**config.mk**
```make
export PLATFORM = sky130hd
export DESIGN_NAME = joy_dir_filter
export DESIGN_NICKNAME = d
export VERILOG_FILES = /design/src/rtl/joy_dir_filter.sv
export SDC_FILE = /design/constraint.sdc
export NUM_CORES = 1
export LEC_CHECK = 0
export CAP_MARGIN = 20
export CELL_PAD_IN_SITES_DETAIL_PLACEMENT = 1
export CELL_PAD_IN_SITES_GLOBAL_PLACEMENT = 2
export CORE_MARGIN = 5
export CORE_UTILIZATION = 42
export CTS_BUF_LIST = sky130_fd_sc_hd__clkbuf_4 sky130_fd_sc_hd__clkbuf_8 sky130_fd_sc_hd__clkbuf_16
export CTS_CLUSTER_DIAMETER = 50
export DETAILED_ROUTE_END_ITERATION = 10
export PLACE_DENSITY_LB_ADDON = 0.1
export SLEW_MARGIN = 20
export SYNTH_ARGS = -nofsm -noshare
export SYNTH_HDL_FRONTEND = slang
export SYNTH_SLANG_ARGS = --single-unit
export TNS_END_PERCENT = 10
```
**constraint.sdc**
```tcl
create_clock -name clk -period 5.7 [get_ports clk]
set_input_delay 1.14 -clock clk [delete_from_list [all_inputs] [get_ports clk]]
set_output_delay 1.14 -clock clk [all_outputs]
set_load 0.02 [all_outputs]
```
**src/rtl/joy_dir_filter.sv**
```systemverilog
// Multi-channel joystick direction conditioner: sync, rotate, debounce, SOCD clean,
// then 8-way passthrough or 4-way last-pressed / first-pressed selection per channel.
module joy_dir_filter #(
    parameter int unsigned CHANNELS  = 2,
    parameter int unsigned DB_CYCLES = 4,
    parameter int unsigned DB_W      = 8
) (
    input  logic                    clk,
    input  logic                    reset,
    input  logic                    ce,
    input  logic [1:0]              mode,
    input  logic [1:0]              rotate,
    input  logic [4*CHANNELS-1:0]   dir_in,
    output logic [4*CHANNELS-1:0]   dir_out,
    output logic [CHANNELS-1:0]     changed
);

    localparam int unsigned DW = 4 * CHANNELS;
    localparam logic [DB_W-1:0] DB_LAST = DB_W'((DB_CYCLES > 0) ? DB_CYCLES - 1 : 0);

    logic [DW-1:0]            s1_q, s2_q;
    logic [DW-1:0]            raw_c, c_c;
    logic [DW-1:0]            db_q, db_d;
    logic [DW-1:0][DB_W-1:0]  cnt_q, cnt_d;
    logic [DW-1:0]            prev_q;
    logic [DW-1:0]            mask_q, mask_d;
    logic [DW-1:0]            out_d;
    logic [CHANNELS-1:0]      chg_d;
    logic [1:0]               mode_q;
    logic                     mode_chg_c;
    logic [3:0]               cur_c, held_c, rise_c, sel_c;

    // Bit order within a nibble is {up, down, left, right}
    function automatic logic [3:0] rot_dir(input logic [3:0] v, input logic [1:0] r);
        case (r)
            2'd1:    rot_dir = {v[1], v[0], v[2], v[3]};
            2'd2:    rot_dir = {v[2], v[3], v[0], v[1]};
            2'd3:    rot_dir = {v[0], v[1], v[3], v[2]};
            default: rot_dir = v;
        endcase
    endfunction

    function automatic logic [3:0] socd(input logic [3:0] v);
        socd = {v[3] & ~v[2], v[2] & ~v[3], v[1] & ~v[0], v[0] & ~v[1]};
    endfunction

    function automatic logic [3:0] first_set(input logic [3:0] v);
        if (v[3])      first_set = 4'b1000;
        else if (v[2]) first_set = 4'b0100;
        else if (v[1]) first_set = 4'b0010;
        else if (v[0]) first_set = 4'b0001;
        else           first_set = 4'b0000;
    endfunction

    always_comb begin
        raw_c = '0;
        c_c   = '0;
        for (int unsigned ch = 0; ch < CHANNELS; ch++) begin
            raw_c[4*ch +: 4] = rot_dir(s2_q[4*ch +: 4], rotate);
            c_c[4*ch +: 4]   = socd(db_q[4*ch +: 4]);
        end
    end

    // Per-bit debounce: follow raw only after DB_CYCLES consecutive ce ticks of disagreement
    always_comb begin
        db_d  = db_q;
        cnt_d = cnt_q;
        for (int unsigned b = 0; b < DW; b++) begin
            if (DB_CYCLES == 0) begin
                db_d[b]  = raw_c[b];
                cnt_d[b] = '0;
            end else if (raw_c[b] == db_q[b]) begin
                cnt_d[b] = '0;
            end else if (ce) begin
                if (cnt_q[b] == DB_LAST) begin
                    db_d[b]  = raw_c[b];
                    cnt_d[b] = '0;
                end else begin
                    cnt_d[b] = cnt_q[b] + DB_W'(1);
                end
            end
        end
    end

    assign mode_chg_c = (mode != mode_q);

    // A mode change wipes the mask and ignores edges for that cycle
    always_comb begin
        mask_d = '0;
        out_d  = '0;
        chg_d  = '0;
        cur_c  = '0;
        held_c = '0;
        rise_c = '0;
        sel_c  = '0;
        for (int unsigned ch = 0; ch < CHANNELS; ch++) begin
            cur_c  = c_c[4*ch +: 4];
            held_c = mode_chg_c ? 4'b0000 : mask_q[4*ch +: 4];
            rise_c = mode_chg_c ? 4'b0000 : (cur_c & ~prev_q[4*ch +: 4]);
            sel_c  = held_c;
            case (mode)
                2'd0: sel_c = 4'b0000;
                2'd2: begin
                    if ((cur_c & held_c) == 4'b0000) sel_c = first_set(cur_c);
                end
                default: begin
                    if (rise_c != 4'b0000)
                        sel_c = first_set(rise_c);
                    else if ((cur_c & held_c) == 4'b0000 && cur_c != 4'b0000)
                        sel_c = first_set(cur_c);
                end
            endcase
            mask_d[4*ch +: 4] = sel_c;
            out_d[4*ch +: 4]  = (mode == 2'd0) ? cur_c : (cur_c & sel_c);
            chg_d[ch]         = (out_d[4*ch +: 4] != dir_out[4*ch +: 4]);
        end
    end

    always_ff @(posedge clk or posedge reset) begin
        if (reset) begin
            s1_q    <= '0;
            s2_q    <= '0;
            db_q    <= '0;
            cnt_q   <= '0;
            prev_q  <= '0;
            mask_q  <= '0;
            mode_q  <= '0;
            dir_out <= '0;
            changed <= '0;
        end else begin
            s1_q    <= dir_in;
            s2_q    <= s1_q;
            db_q    <= db_d;
            cnt_q   <= cnt_d;
            prev_q  <= c_c;
            mask_q  <= mask_d;
            mode_q  <= mode;
            dir_out <= out_d;
            changed <= chg_d;
        end
    end

endmodule

```
Yosys cells after proc, flatten, opt, wreduce, memory -nomap -nowiden
Index checks and enable logic that the tools add are counted.

$add $sub $neg: 8. Equality and inequality tests: 23. Multiplexer cells: 56. Bitwise logic cells: 32. Reductions and logical operators: 25.

Operators with widths (count): 8-bit 2-to-1 mux (24); 8-bit by 1-bit adder with 8-bit output, second input constant (8); 8-bit by 2-bit == test with 1-bit output, second input constant (8); 4-bit 2-to-1 mux (16); 4-bit bitwise AND (6); 4-bit case mux with 3 select lines (2); 3-bit AND reduction (8); 1-bit NOT (16); 4-bit case mux with 2 select lines (2); 2-bit nonzero test (8); 4-bit nonzero test (4); 3-bit 2-to-1 mux (4); 1-bit bitwise AND (8); 1-bit == test (8); 4-bit zero test (2); 2-bit 2-to-1 mux (4); 4-bit inequality test (2); 4-bit NOT (2); 2-bit == test, second input constant (3); 1-bit 2-to-1 mux (4); 2-bit by 1-bit == test with 1-bit output, second input constant (1); 1-bit logical AND (2); 2-bit zero test (1); 2-bit inequality test (1).

Register bits: 116. Input bits: 15. Output and inout port bits: 10.

Longest topological paths before layout
Depth in word-level cells: 13. Mapped depth: 11.

Worst setup path before layout
No wires, ideal clock.

Path kind: input port to flip-flop. Start point: input mode[0]. End point: register changed[1]. Setup time: 143 ps. Arrival time: 2883 ps. Data required time: 5557 ps. Path slack: 2674 ps. Cell stages on the path: 8. Path through: buf_2 -> xor2_2 -> a211oi_2 -> or2_2 -> a311oi_1 -> mux2_2 -> o21ai_0 -> o2111ai_1.

Cells in the longest elaborated chain, start to end: 11.

RTL lines: start, declared (RTL line 11) `input logic [1:0] mode,`; 2-bit inequality test (RTL line 85) `assign mode_chg_c = (mode != mode_q);`; 4-bit 2-to-1 mux, on equally long branches (RTL line 98, 99); 4-bit bitwise AND or 1-bit 2-to-1 mux (tied branches) (RTL line 104, 109, 51); 4-bit zero test or 2-bit 2-to-1 mux (tied branches) (RTL line 104, 109, 50); 1-bit logical AND or 3-bit 2-to-1 mux (tied branches) (RTL line 109, 49); 4-bit 2-to-1 mux, on equally long branches (RTL line 109, 48); 4-bit 2-to-1 mux (RTL line 107) `if (rise_c != 4'b0000)`; 4-bit case mux with 2 select lines (RTL line 101) `case (mode)`; 4-bit bitwise AND (RTL line 114) `out_d[4*ch +: 4] = (mode == 2'd0) ? cur_c : (cur_c & sel_c);`; 4-bit 2-to-1 mux * (RTL line 114); 4-bit inequality test * (RTL line 115) `chg_d[ch] = (out_d[4*ch +: 4] != dir_out[4*ch +: 4]);`; net chg_d[1] (RTL line 28) `logic [CHANNELS-1:0] chg_d;`; end signal, assigned (RTL line 139) `changed <= chg_d;`; end, declared (RTL line 15) `output logic [CHANNELS-1:0] changed`.

Mark *: on every way through the listed nets, which the timed path passes. The rest lies on a longest branch. A chain may end at the register's enable or synchronous reset.

Worst setup path after layout
Start point: input mode[1]. End point: register changed[0].

The elaborated chain is that of the path after synthesis.

==> impl.org <==
** Run status
- The flow ran to the end, and the final reports show no timing, DRC or antenna violations.

** Placed design
- Placed instance count :: between 800 and 900
- Placer's final routability congestion estimate :: between 0.8 and 0.9
- Input and output buffers added on the ports amount to 24.
- Hpwl dp :: between 10000 and 15000 um

** Clock tree
- Clock tree synthesis inserted a total of 17 buffers.
- In this run the number of H-tree levels came out at 4.
- Clock Latency Late Sink :: 0.42 ns
- Clock tree buffer depth :: 2
- For this design, the CTS-stage hold fixing added 0 buffers.
- Gates resized during post-CTS repair numbered 0.
- Clock tree root buffer cell :: sky130_fd_sc_hd__clkbuf_16
- In this run the post-CTS setup repair buffer count came out at 0.
- Clock-pin slew was measured on the worst setup and hold paths at 0.05 ns.
- TritonCTS built the clock tree.
- Counting every sink on the clock net gives ~120.

** Timing
- The clock arrives with about 0.012 ns of skew.
- RSZ-0062 raised after global routing :: no
- Relative slew slack :: 0.363
- For the pin with the worst max-slew slack, the measured transition is 0.954 ns.
- Final total negative setup slack :: 0 ns
- The number of hold violations in the final report is 0.
- Number of endpoints failing setup at the final stage :: 0
- Max-slew violation count :: 0
- Maximum clock frequency :: 0.262 GHz
- Share of the cycle needed by the critical path after routing :: 0.669
- Post-layout min period :: about 3.8 ns

** Cells and area
- Of the cells placed in the final design, the portion with a size suffix greater than 1 is 0.0844.
- Post-layout net count :: between 700 and 800
- After the flow finishes, the layout carries non-filler instances totaling 911.
- From synthesis to final layout, the design area changed by 15.2%.
- N_diodes :: 0

** Pwr
- The worst-case IR drop observed on VDD is roughly 0.23 mV.
- For this design the ratio of total power to cell area is roughly 430 mW/mm^2.
- In this run the static leakage power is approximately 3.1 nW.
- Total Power Consumption :: 3.17 mW

** Global routing
- Grt ovf :: 0
- Aggregate global-route resource usage :: 0.191
- Initial antenna violation count :: 0
- Vias in the first global route :: between 5000 and 6000
- Largest net degree at the start of global routing :: 69
- The first global-routing pass estimated approximately 28000 um of wire.

** Logic synthesis
- Cells taking the most area after synthesis :: sky130_fd_sc_hd__dfrtp_1, sky130_fd_sc_hd__o21ai_0, sky130_fd_sc_hd__nor2_1
- The share of the Yosys chip area taken by registers is 0.450.
- Yosys printed 0 warnings.
- For this run, asynchronously set or reset flops after synthesis account for 1.00.
- Yosys instantiated no cell more often than sky130_fd_sc_hd__dfrtp_1.
- Unique masters post-synth :: 59
- Among all flip-flop cells after synthesis, the most frequent one is sky130_fd_sc_hd__dfrtp_1.
- Post-synth top area cell :: sky130_fd_sc_hd__dfrtp_1
- EDFF count, synth :: 0
- Count of state elements after synthesis :: around 120
- Mean cell area of the mapped netlist :: approximately 9.3 sq um
- The share of synthesized area in the top cell type comes to 0.450.
- Most instantiated cells after synthesis :: sky130_fd_sc_hd__dfrtp_1, sky130_fd_sc_hd__o21ai_0, sky130_fd_sc_hd__nor2_1
- When the netlist entered floorplanning its net count stood at 725.
- Cell area after synthesis :: approximately 0.0064 sq mm
- Post-Synthesis Cells :: 692

** Critical path
- For this design, the slowest cell found on the critical path is sky130_fd_sc_hd__clkdlybuf4s50_1.
- The setup path with the least slack is of type input port to flip-flop.
- In this run the critical register-to-register path is launched from db_q[2].
- FF-to-FF setup slack :: 2.39 ns
- Data required time at the worst endpoint :: 5.97 ns
- Max stage delay on crit path :: a little over 0.8 ns
- The kind of cell with the highest combined delay along the critical path is simple AND/OR/NAND/NOR gates.
- Reg2reg path depth :: 9
- Crit path buffers/inverters :: 1
- STA classifies the critical path startpoint as an input port.
- Walking the worst path, the cells encountered are clkdlybuf4s50_1, xor2_2, nor2_1, nand4_1, o2111ai_1, mux2_2, a2111oi_0, nand4_1.
- RR Endpoint :: changed[0]
- Crit. End Element :: flip-flop
- Data arrival time of the critical path :: around 4.1 ns
- In this run the worst path has a maximum fanout of 11.
- In this design, the critical path's most frequently occurring cell is sky130_fd_sc_hd__nand4_1.

** Detailed routing
- DRT antenna net count :: 0
- Routed vias/inst :: between 5 and 6
- Before antenna repair, the detailed router went through 4 iterations.
- Routed wire length :: ~16000 um
- Average wire per cell in the routed design :: around 18 um
- Via count :: 5293
- DR iter-0 viols :: roughly 230
- DRC :: 0

** Floorplan
- Standard-cell row count :: 45
- Die ar. :: ~0.018 sq mm
- I/O pin cnt :: 25
- For this configuration, the core starts out at a cell density of 0.426.
- Die X :: 134 um
- Die span in y :: approximately 130 um
- The core region is between 0.015 and 0.02 sq mm.

** Min path
- Hold Path Cell Cnt :: 0
- The path with the worst hold slack has its endpoint at s2_q[2].
- Hold_sp :: s1_q[2]
- Class of the tightest hold or removal check :: flip-flop to flip-flop

** Job
- Number of max-capacitance violations reported :: 0
==> stage by stage <==
stage	area (sq um)	utilization	setup slack (ns)	hold slack [ns]
floorplan	6450	-	1.49	0.331
global placement	6840	0.452	1.59	0.338
detailed placement	6840	0.452	1.46	0.338
CTS	7430	0.491	1.90	0.350
global route	7430	0.491	1.58	0.363
finish	7430	0.491	1.89	0.347
==> metal layers <==
| layer | global-route usage | vias up | wire length, um |
|---|---|---|---|
| met5 | 0 | - | 0 |
| met2 | 0.306 | 65 | 7830 |
| li1 | - | 2548 | - |
| met4 | 0.0480 | 0 | 171 |
| met3 | 0.0439 | 15 | 436 |
| met1 | 0.262 | 2665 | 7870 |
==> registers in the layout, indices dropped and copies added, names as in the netlist <==
signal	count
db_q	8
cnt_q	64
mask_q	8
s1_q	8
dir_out	8
changed	2
prev_q	8
mode_q	2
s2_q	8
==> worst reg2reg max path: cells and delay by family, from the launching register on <==
family / cells / cell delay (ns)
and+or+nand+nor: 4 / 1.37
DFF: 1 / 0.37
adders and majority gates: 1 / 0.34
buffers and inverters: 1 / 0.08
muxes: 1 / 0.37
AOI/OAI and AO/OA: 2 / 0.65
==> logic make-up (layout without fill, tap and decap cells) <==
kind of cell,count (synthesis),count (layout),synth area share
muxes,30,30,0.0565
AOI/OAI and AO/OA,176,176,0.171
adders and majority gates,18,18,0.0349
buffers and inverters,47,78,0.0303
xor gates and xnor gates,19,19,0.0305
and+or+nand+nor,286,286,0.227
DFF,116,116,0.450
==> area by class of cell <==
cell class                 instances  area [sq um]
tap                              188           235
clock buffer                      23           483
clock inverter                     5           103
multi-input combinational        529          3350
fill                            1708          7720
sequential                       116          2900
inverter                          22          85.1
timing repair buffer              28           270
==> placed cells by master, fill, tap and decap left out, drive strengths merged, types with 4 or more instances in the layout <==
cell	instances
inv	21
and2	10
and3	20
nor3	12
o211ai	4
nor2	62
clkbuf	23
a22oi	6
nor4	5
o2111ai	6
mux4	4
o31ai	18
mux2	11
nand4	19
nand2b	20
nor4b	6
nor2b	27
a31oi	5
a2111oi	4
dfrtp	116
buf	4
ha	18
mux2i	15
nand2	59
clkdlybuf4s50	24
a21oi	8
o21a	4
o21ai	98
nor3b	4
xnor2	17
nand3	33
==> report_power, final <==
group          internal (mW)  switching [mW]
logic                  0.379           0.609
registers              0.971           0.133
clock network          0.718           0.363
total                   2.07            1.11
==> worst max path at each step <==
| stage | from | endpoint | slack [ns] | depth (start not counted) |
|---|---|---|---|---|
| 6_report | mode[1] | changed[0] | 1.89 | 8 |
| 2_1_floorplan | reset | changed[0] | 1.49 | 1 |
| 3_3_place_gp | mode[1] | changed[0] | 1.59 | 8 |
| 3_5_place_dp | mode[1] | changed[0] | 1.46 | 8 |
| 4_1_cts | mode[1] | changed[0] | 1.90 | 8 |
| 5_1_grt | mode[1] | changed[0] | 1.58 | 8 |
(Power assumes the default switching activity.)
